$ cat src/rtl/spi_cmd_decoder_if.sv
// Byte-stream and register-file signal bundle for spi_cmd_decoder.
// The decoder takes the master modport. It drives the register strobes and returns read data to the bridge.
interface spi_cmd_decoder_if #(
  parameter int ADDR_W = 6
);
  logic              cs_n;
  logic              byte_sync;
  logic [7:0]        data_in;
  logic [7:0]        data_out;
  logic              read;
  logic              write;
  logic [ADDR_W-1:0] addr;
  logic [7:0]        data_write;
  logic [7:0]        data_read;

  modport master (
    input  cs_n, byte_sync, data_in, data_read,
    output data_out, read, write, addr, data_write
  );

  modport slave (
    output cs_n, byte_sync, data_in, data_read,
    input  data_out, read, write, addr, data_write
  );
endinterface

$ cat src/rtl/spi_cmd_decoder.sv
// Turns the SPI bridge byte stream into one-cycle register-file read/write strobes.
// Auto-increment bursts are supported within a single chip-select frame.
module spi_cmd_decoder #(
  parameter int ADDR_W = 6
) (
  input  logic                clk,
  input  logic                rst_n,
  spi_cmd_decoder_if.master   bus
);

  typedef enum logic [1:0] {
    IDLE    = 2'd0,
    WR_DATA = 2'd1,
    RD_DATA = 2'd2
  } state_t;

  state_t            state_q, state_d;
  logic              dir_q, ai_q, first_q;
  logic              read_q, write_q;
  logic [ADDR_W-1:0] addr_q, addr_d;
  logic [7:0]        data_write_q, data_out_q;

  logic              cmd_load;
  logic              rd_req;
  logic              wr_req;

  // NOTE: every signal assigned in always_comb gets a default first, so no path can infer a latch.
  always_comb begin
    state_d  = state_q;
    cmd_load = 1'b0;
    rd_req   = 1'b0;
    wr_req   = 1'b0;
    addr_d   = addr_q;

    if (bus.cs_n) begin
      state_d = IDLE;
    end else begin
      unique case (state_q)
        IDLE: begin
          if (bus.byte_sync) begin
            cmd_load = 1'b1;
            state_d  = bus.data_in[7] ? WR_DATA : RD_DATA;
            // A read command issues its first access straight away, so the data is ready for the next byte.
            rd_req   = ~bus.data_in[7];
          end
        end
        WR_DATA: wr_req = bus.byte_sync & dir_q;
        RD_DATA: rd_req = bus.byte_sync & ~dir_q;
        default: state_d = IDLE;
      endcase
    end

    // The first access targets the command address. Each later access steps only when ai is set.
    if (cmd_load) begin
      addr_d = bus.data_in[ADDR_W-1:0];
    end else if ((rd_req | wr_req) && ai_q && !first_q) begin
      addr_d = addr_q + ADDR_W'(1);
    end
  end

  // NOTE: sequential state uses non-blocking assignments only, so every register samples pre-edge values.
  always_ff @(posedge clk or negedge rst_n) begin
    if (!rst_n) begin
      state_q <= IDLE;
    end else begin
      state_q <= state_d;
    end
  end

  always_ff @(posedge clk or negedge rst_n) begin
    if (!rst_n) begin
      dir_q        <= 1'b0;
      ai_q         <= 1'b0;
      first_q      <= 1'b0;
      read_q       <= 1'b0;
      write_q      <= 1'b0;
      addr_q       <= '0;
      data_write_q <= '0;
      data_out_q   <= '0;
    end else begin
      read_q  <= rd_req;
      write_q <= wr_req;
      addr_q  <= addr_d;

      if (cmd_load) begin
        dir_q   <= bus.data_in[7];
        ai_q    <= bus.data_in[6];
        first_q <= 1'b1;
      end else if (read_q || write_q) begin
        first_q <= 1'b0;
      end

      if (wr_req) begin
        data_write_q <= bus.data_in;
      end

      // Register-file data is valid during the read strobe. It is held here until the next read.
      if (read_q) begin
        data_out_q <= bus.data_read;
      end
    end
  end

  assign bus.read       = read_q;
  assign bus.write      = write_q;
  assign bus.addr       = addr_q;
  assign bus.data_write = data_write_q;
  assign bus.data_out   = data_out_q;

endmodule

$ cat src/flat_wrapper.sv
// flat-port wrapper written by rule: the top's interface ports become plain ports
module spi_cmd_decoder_flat 
#(
  parameter int ADDR_W = 6
)
  (clk, rst_n, bus_cs_n, bus_byte_sync, bus_data_in, bus_data_read, bus_data_out, bus_read, bus_write, bus_addr, bus_data_write);
  spi_cmd_decoder_if #(.ADDR_W(ADDR_W)) bus_i ();
  input  logic clk;
  input  logic rst_n;
  input wire logic [$bits(bus_i.cs_n)-1:0] bus_cs_n;
  input wire logic [$bits(bus_i.byte_sync)-1:0] bus_byte_sync;
  input wire logic [$bits(bus_i.data_in)-1:0] bus_data_in;
  input wire logic [$bits(bus_i.data_read)-1:0] bus_data_read;
  output wire logic [$bits(bus_i.data_out)-1:0] bus_data_out;
  output wire logic [$bits(bus_i.read)-1:0] bus_read;
  output wire logic [$bits(bus_i.write)-1:0] bus_write;
  output wire logic [$bits(bus_i.addr)-1:0] bus_addr;
  output wire logic [$bits(bus_i.data_write)-1:0] bus_data_write;
  assign bus_i.cs_n = bus_cs_n;
  assign bus_i.byte_sync = bus_byte_sync;
  assign bus_i.data_in = bus_data_in;
  assign bus_i.data_read = bus_data_read;
  assign bus_data_out = bus_i.data_out;
  assign bus_read = bus_i.read;
  assign bus_write = bus_i.write;
  assign bus_addr = bus_i.addr;
  assign bus_data_write = bus_i.data_write;
  spi_cmd_decoder #(.ADDR_W(ADDR_W)) u_core (.clk(clk), .rst_n(rst_n), .bus(bus_i));
endmodule
$ cat config.mk
export PLATFORM = sky130hd
export DESIGN_NAME = spi_cmd_decoder_flat
export DESIGN_NICKNAME = d
export VERILOG_FILES = /design/src/rtl/spi_cmd_decoder_if.sv /design/src/rtl/spi_cmd_decoder.sv /design/src/flat_wrapper.sv
export SDC_FILE = /design/constraint.sdc
export NUM_CORES = 1
export LEC_CHECK = 0
export CAP_MARGIN = 10
export CORE_MARGIN = 5
export CORE_UTILIZATION = 48
export DETAILED_ROUTE_END_ITERATION = 16
export PLACE_DENSITY = 0.84
export SETUP_SLACK_MARGIN = 0.02
export SYNTH_ARGS = -nofsm -noshare
export SYNTH_HDL_FRONTEND = slang
export SYNTH_SLANG_ARGS = --single-unit
$ cat constraint.sdc
create_clock -name clk -period 2.7 [get_ports clk]
set_input_delay 0.27 -clock clk [delete_from_list [all_inputs] [get_ports clk]]
set_output_delay 0.27 -clock clk [all_outputs]
set_load 0.1 [all_outputs]
* Word level (Yosys, flattened, before mapping)
Cells that the tools add are included.
** Word-level totals
- Register bits after elaboration :: 29
- Output and inout port bits :: 24
- Word-level logic and storage cells :: 44
** Operators by class
- Add/subtract/negate cells :: 1
- Eq/ne operators :: 4
- Muxes and demuxes :: 16
- Bitwise operators :: 5
- Reductions and logical operators :: 9
** Operators by type and width (number)
- 6-bit two-way mux :: 2
- 1-bit two-way mux :: 9
- 6-bit by 1-bit adder with 6-bit output, second input constant :: 1
- 2-bit two-way mux :: 3
- 2-bit case mux with 2 select lines :: 1
- 2-bit nonzero test :: 2
- 3-bit inequality test, second input constant :: 1
- 1-bit bitwise AND :: 2
- 2-bit by 1-bit equality test with 1-bit output, second input constant :: 1
- 2-bit equality test, second input constant :: 1
- 1-bit logical AND :: 2
- 2-bit zero test :: 1
- 2-bit by 1-bit inequality test with 1-bit output, second input constant :: 1
- 1-bit inverter :: 2
- 1-bit case mux with 2 select lines :: 1
- 2-bit AND reduction :: 1
- 2-bit OR reduction :: 1
- 1-bit zero test :: 1
- 1-bit logical OR :: 1
- 1-bit bitwise OR :: 1

* Longest topological paths before layout
Gate-level depths: netlist of the first run.
- Word-level depth :: 9
- Gate-level depth with buffers :: 6

* Worst setup path after synthesis of the first run
OpenSTA, ideal clock, no wires.
- Kind :: reg-to-reg
- Start point :: reg u_core.addr_q[2] (netlist: u_core.bus.addr[2])
- End point :: reg u_core.addr_q[5] (netlist: u_core.bus.addr[5])
- Library setup time :: 0.137 ns
- Data arrival time :: 1.770 ns
- Data required time :: 2.563 ns
- Path slack :: 0.793 ns
- Stages on the path, launching flop included :: 5
- Clock period less this slack :: 1.907 ns
- Path through :: dfrtp_1 nand3_1 a2111oi_4 xnor2_1 a21oi_1
** On the way
- Longest elaborated chain between the ends :: 3
** RTL lines
- from (decl) :: line spi_cmd_decoder.sv:20 : logic [ADDR_W-1:0] addr_q, addr_d;
- from (signal assigned) :: line spi_cmd_decoder.sv:83 : addr_q <= addr_d;
- 6-bit by 1-bit adder with 6-bit output :: line spi_cmd_decoder.sv:57 : addr_d = addr_q + ADDR_W'(1);
- 6-bit two-way mux :: line spi_cmd_decoder.sv:56 : end else if ((rd_req | wr_req) && ai_q && !first_q) begin
- 6-bit two-way mux :: line spi_cmd_decoder.sv:54 : if (cmd_load) begin
No other way between the ends. The select of a mux whose other input is x is not followed.
A chain may end at the register's enable or synchronous reset.

* Worst setup path after layout of the first run
- Start point :: reg u_core.state_q[0]
- End point :: reg u_core.addr_q[1] (netlist: u_core.bus.addr[1])
** On the way
- Longest elaborated chain between the ends :: 7
- Elaborated cells on any way between the ends :: 14
** RTL lines
- from (decl) :: line spi_cmd_decoder.sv:17 : state_t state_q, state_d;
- from (signal assigned) :: line spi_cmd_decoder.sv:66 : state_q <= state_d;
- 2-bit equality test (tied with other cells) :: line spi_cmd_decoder.sv:38 : unique case (state_q)
- 1-bit case mux with 2 select lines / 1-bit two-way mux (equally long branches) :: line spi_cmd_decoder.sv:38
- 1-bit two-way mux :: line spi_cmd_decoder.sv:35 : if (bus.cs_n) begin
- 1-bit bitwise OR :: line spi_cmd_decoder.sv:56
- 1-bit logical AND (2 in series) :: line spi_cmd_decoder.sv:56
- 2-bit nonzero test (no source line)
Several ways; a longest one is shown, not always the timed one.

==> impl_metrics.toml, run 1 <==
[yosys]
async_reset_ff_frac = 1.00
synth-seq-cells = 29
yosysMostFrequentCell = "dfrtp_1"
syn_inst = 118
synth_ff_type = "dfrtp_1"
synth_area_um2 = 1300
synth-simple-area-share = 0.158
ys_seq_area_frac = 0.557
synth-compound-area-share = 0.0951
synth_fp_nets = 142
avgSynthCellArea_um2 = 11.0
muxShareOfSynthArea = 0.102
synth-xor-area-share = 0.0269
synth.area.top_cells = "dfrtp_1 (56%), mux2_2 (8.6%), nand2_1 (7.8%), ha_1 (3.8%), xnor2_1 (2.7%)"
synth_top_family_by_area = "simple AND/OR/NAND/NOR gates"
synth_top_area_share = 0.557
synth_fa_ha_area_frac = 0.0384
synth.distinct_cells = 26
synth_edf_count = 0
synth_top_cell_by_area = "dfrtp_1"
yosysWarnings = 0
synth_commonest_cells = "dfrtp_1 (29), nand2_1 (27), mux2_2 (10), nor2_1 (9), a21oi_1 (6)"

[worst_setup_path]
path_buf_inv = 1
setup.worst_path.class = "reg2reg"
worstPathCellList = "inv_1 > ha_1 > or3b_4 > a21oi_2 > mux2i_1 > a21oi_1"
crit_fanout = 5
critPathSlowestCell = "or3b_4"
critical-path-max-stage-delay_ps = 450
crit_family = "simple AND/OR/NAND/NOR gates"
required_ps = 2890
start_kind = "flip-flop"
cp.arrival_ps = 2080
end_kind = "flip-flop"

[sta]
worst_slew_pin_slew_ps = 644
clock_skew_ps = 10.6
rsz0062_at_grt = "false"
max_freq_ghz = 0.527
maxSlewHeadroom = 0.569
finalCriticalPeriod_ps = 1900
min_period_over_period = 0.703
finalHoldViolCount = 0
finalMaxSlewViolations = 0
hold_ws_ps = 317
setup_viol_count_final = 0
tns_ps = 0

[power]
irDropWorstVdd_mv = 1.06
p_leak_uw = 0.000831
p_total_uw = 2030
power_density_nw_per_um2 = 1150

[clock_network]
hold_buffers = 0
cts_sinks = 29
insertion_delay_ps = 340
clockBufferDepth = 2
ctsResizeCount = 0
post-cts-setup-buffers = 0
cts-htree-levels = 2
cts_inserted_buffers = 5
clockRootBuffer = "clkbuf_4"
clk_pin_slew_worst_paths_ps = 90
cts_tree = "built"

[detailed_routing]
ant_nets = 0
dr.pass1.iters = 4
wire_per_inst_um = 14.9
drtIter0Drc = 23
route.detailed.drc = 0
wl_um = 2970
via_count = 1033
vias_per_cell = 5.19

[final_layout]
drive_gt1_frac = 0.272
n_antenna_cell = 0
areaGrowthSynthToFinish_pct = 35.8
fin_cells = 199
nets = 192
stdcell_area_um2 = 1770

[die]
fp.dieW_um = 62.1
die_y_um = 62.1
num_rows = 18
dieArea_um2 = 3860
coreArea_um2 = 2540
io_pins = 44
start_util = 0.512

[min_path]
hold_class = "in2async"

[placed_design]
gp_congestion = 0.812
place_area_um2 = 1720
dpl.hpwl_um = 2260
dp.cells = 191
port_buffers = 43

[grt]
grt_pass1_wl_um = 5010
grt_antenna_before_repair = 0
grt_usage = 0.188
grt.overflow.total = 0
grt_pass1_vias = 1088
grt_max_degree = 30

[status]
outcome = "complete, no violations"

[flow_run]
cap_viol_max_count = 0
==> worst paths after layout <==
kind                            slack (ps)                              endpoint                                  from  cells past startpoint
worst max-delay path                   800        u_core.bus.addr[1]$_DFFE_PN0P_         u_core.state_q[0]$_DFFE_PN0P_                      6
worst min-delay path                   320  u_core.bus.data_write[3]$_DFFE_PN0P_                                 rst_n                      2
worst max register to register         800        u_core.bus.addr[1]$_DFFE_PN0P_         u_core.state_q[0]$_DFFE_PN0P_                      6
worst min register to register         490  u_core.bus.data_write[2]$_DFFE_PN0P_  u_core.bus.data_write[2]$_DFFE_PN0P_                      2
max in group asynchronous             2100        u_core.bus.addr[4]$_DFFE_PN0P_                                 rst_n                      2
min in group clk                       490  u_core.bus.data_write[2]$_DFFE_PN0P_  u_core.bus.data_write[2]$_DFFE_PN0P_                      2
==> worst reg2reg max path, stage by stage (launching register included) <==
cell,delay (ps)
dfrtp_1,410
inv_1,90
ha_1,230
or3b_4,450
a21oi_2,270
mux2i_1,220
a21oi_1,80
==> stage by stage <==
| stage | utilization | worst slack (ps) |
|---|---|---|
| floorplan | - | 793 |
| global placement | 0.675 | 789 |
| CTS | 0.695 | 807 |
| detailed placement | 0.675 | 735 |
| finish | 0.695 | 803 |
| global route | 0.695 | 657 |
==> logic make-up after synthesis <==
family | Yosys count
muxes | 12
AOI/OAI and AO/OA | 16
buffers and inverters | 8
and+or+nand+nor | 45
adders and majority gates | 4
DFF | 29
xor gates and xnor gates | 4
==> cell type report <==
type	instances	area, um2
inverters	6	22.5
well taps	30	37.5
clock inverters	2	10.0
multi-input cells	81	547
flip-flops and latches	29	726
clock buffers	6	41.3
fillers	202	776
repair buffers	45	385
==> placed cells by master (no fill, tap or decap), drive strengths merged, types with 2 or more instances in the layout <==
master         instances
dfrtp                 29
nand2                 27
buf                   26
clkdlybuf4s50         19
mux2                  10
nor2                   9
a21oi                  7
clkbuf                 6
inv                    5
xnor2                  4
ha                     4
a211oi                 3
clkinv                 3
nand4b                 2
mux2i                  2
a21o                   2
==> sequential cells by signal, summed over array words and instances (netlist names) <==
| name | cells |
|---|---|
| u_core.bus.write | 1 |
| u_core.bus.read | 1 |
| u_core.bus.addr | 6 |
| u_core.bus.data_write | 8 |
| u_core.bus.data_out | 8 |
| u_core.dir_q | 1 |
| u_core.state_q | 2 |
| u_core.ai_q | 1 |
| u_core.first_q | 1 |
==> where the power goes <==
group	switching, uW	total (uW)	internal [uW]	leakage [uW]
clock	153	252	98.8	0.0000320
sequential	78.4	625	547	0.000356
combinational	903	1160	254	0.000443
total	1130	2030	899	0.000831
==> metal layers <==
metal | vias to the layer above | share of wire | global-route usage | routed length (um)
li1 | 501 | - | - | -
met1 | 491 | 0.41 | 0.212 | 1220
met2 | 31 | 0.49 | 0.312 | 1460
met3 | 10 | 0.074 | 0.0661 | 219
met4 | 0 | 0.026 | 0.0970 | 76
met5 | - | 0 | 0 | 0
Note: power is estimated with default switching activity, not from simulation.
==> run 2, diff against run 1 <==
--- a/config.mk
+++ b/config.mk
@@ -7,9 +7,9 @@
 export LEC_CHECK = 0
 export CAP_MARGIN = 10
 export CORE_MARGIN = 5
-export CORE_UTILIZATION = 48
+export CORE_UTILIZATION = 44
 export DETAILED_ROUTE_END_ITERATION = 16
-export PLACE_DENSITY = 0.84
+export PLACE_DENSITY = 0.78
 export SETUP_SLACK_MARGIN = 0.02
 export SYNTH_ARGS = -nofsm -noshare
 export SYNTH_HDL_FRONTEND = slang
==> constraint.sdc (replaced) <==
create_clock -name clk -period 1.9 [get_ports clk]
set_input_delay 0.19 -clock clk [delete_from_list [all_inputs] [get_ports clk]]
set_output_delay 0.19 -clock clk [all_outputs]
set_load 0.1 [all_outputs]
==> run 2 against run 1 <==
Effect of this change: global-route usage down 3.4 points; clock skew down 5.0 ps; hold slack worse by 81 ps; combinational power grew 43%; count of clock-buffer cells in the layout up 1; via count increased by 1.4%; flip-flop and latch count is the same; non-clock buffer count increased by 3; first-iteration DRC count grew to 3.2 times the previous value; cell count is 2.0% higher; routed wire length shrank 3.2%; critical endpoint unchanged.
==> impl_metrics.toml, run 2 (synthesis results as in run 1) <==
[detailed_routing]
routed.top_layer = "met4"
met2_length_um = 1440
wl_um = 2870
wire_per_inst_um = 14.2
route.detailed.drc = 0
drt-met1-wl_um = 1230
drtIter0Drc = 73
ant_nets = 0
via_count = 1047
vias_per_cell = 5.16
wl_met3_um = 172
dr.pass1.iters = 3

[sta]
rsz0062_at_grt = "true"
setup_viol_count_final = 0
finalHoldViolCount = 0
tns_ps = 0
finalMaxSlewViolations = 0
max_freq_ghz = 0.558
worst_slew_pin_slew_ps = 573
maxSlewHeadroom = 0.607
clock_skew_ps = 5.54
finalCriticalPeriod_ps = 1790
min_period_over_period = 0.943

[power]
power_frac_comb = 0.539
power_density_nw_per_um2 = 1650
p_total_uw = 3080
power.clock.fraction = 0.171
p_leak_uw = 0.000859
irDropWorstVdd_mv = 0.985
switchingPower_uw = 1610
intPower_uw = 1470
p_sw_frac = 0.523
p_seq_frac = 0.290

[die]
die_y_um = 64.4
start_util = 0.464
num_rows = 19
io_pins = 44
dieArea_um2 = 4150
fp.dieW_um = 64.4
coreArea_um2 = 2810

[worst_setup_path]
critPathSlowestCell = "or3b_4"
required_ps = 2090
crit_fanout = 5
critical-path-max-stage-delay_ps = 430
critPathLaunch = "u_core.state_q[1]$_DFFE_PN0P_"
end_kind = "flip-flop"
start_kind = "flip-flop"
reg2regPathDepth = 6
r2r_setup_slack_ps = 110
worstPathCellList = "inv_1 > ha_4 > or3b_4 > a21oi_2 > mux2i_1 > a21oi_1"
rr_startpoint = "u_core.state_q[1]$_DFFE_PN0P_"
timing.rr.end = "u_core.bus.addr[1]$_DFFE_PN0P_"
cp.arrival_ps = 1980
setup.worst_path.class = "reg2reg"

[final_layout]
n_antenna_cell = 0
drive_gt1_frac = 0.326
nets = 195
areaGrowthSynthToFinish_pct = 43.0
layout_commonest_cell = "buf_4"
final_cell_mix = "buf_4 (28), nand2_1 (27), dfrtp_1 (26)"

[clock_network]
clockBufferDepth = 2
cts_inserted_buffers = 5
hold_buffers = 0
cts_sinks = 29
clk_pin_slew_worst_paths_ps = 90
clockRootBuffer = "clkbuf_4"
ctsResizeCount = 0
cts_tree = "built"
insertion_delay_ps = 330
cts-htree-levels = 2
post-cts-setup-buffers = 0

[flow_run]
cap_viol_max_count = 0

[grt]
grt.overflow.total = 0
grt_usage = 0.154
grt_antenna_before_repair = 0
grt_pass1_wl_um = 4990
grt_max_degree = 30
grt_pass1_vias = 1160

[placed_design]
gp_congestion = 0.850
port_buffers = 43
dpl.hpwl_um = 2210

[min_path]
hold_class = "in2async"

[status]
outcome = "complete, no violations"
[run 2: worst max-delay path by stage]
stage                                    endpoint  slack (ps)  cells after the start
6_report           u_core.bus.addr[1]$_DFFE_PN0P_         110                      6
5_1_grt            u_core.bus.addr[0]$_DFFE_PN0P_          10                      6
4_1_cts            u_core.bus.addr[5]$_DFFE_PN0P_          70                      6
3_5_place_dp       u_core.bus.addr[1]$_DFFE_PN0P_          80                      6
3_3_place_gp       u_core.bus.addr[5]$_DFFE_PN0P_         130                      5
2_1_floorplan  u_core.bus.data_out[0]$_DFFE_PN0P_         140                      2
[run 2: cell type report]
| cell class | count | area [um2] |
|---|---|---|
| clock inverters | 1 | 30.0 |
| clock buffers | 7 | 55.1 |
| well taps | 31 | 38.8 |
| flip-flops and latches | 29 | 729 |
| repair buffers | 48 | 420 |
| fillers | 225 | 942 |
| multi-input cells | 81 | 567 |
| inverters | 6 | 22.5 |
[run 2: power groups by stage]
stage	Sequential, uW	Combinational [uW]	Clock, uW
detailed placement	905	1660	0
global placement	894	1640	0
floorplan	1930	244	0
finish	892	1660	526
CTS	893	1660	544
global route	917	1720	572
[run 2: per-layer routing]
metal  vias to the layer above  GRT usage
li1                        504          -
met1                       511      0.168
met2                        26      0.277
met3                         6     0.0578
met4                         0     0.0475
met5                         -          0
[run 2: worst max-delay path: cells and delay by family (launching register included)]
kind	cells	cell delay [ps]
multiplexers	1	210
adder cells (fa/ha/maj)	1	150
buffers and inverters	1	120
AO/OA/AOI/OAI	2	330
flip-flops	1	410
AND/OR/NAND/NOR	1	430
[run 2: stage by stage]
step,hold slack [ps],utilization,setup slack (ps),std cells,instance area (um2)
global placement,461,0.627,126,195,1760
floorplan,-106,-,144,118,1310
global route,265,0.664,10.9,203,1860
CTS,232,0.657,71.9,203,1840
detailed placement,464,0.627,78.7,195,1760
finish,236,0.664,108,203,1860
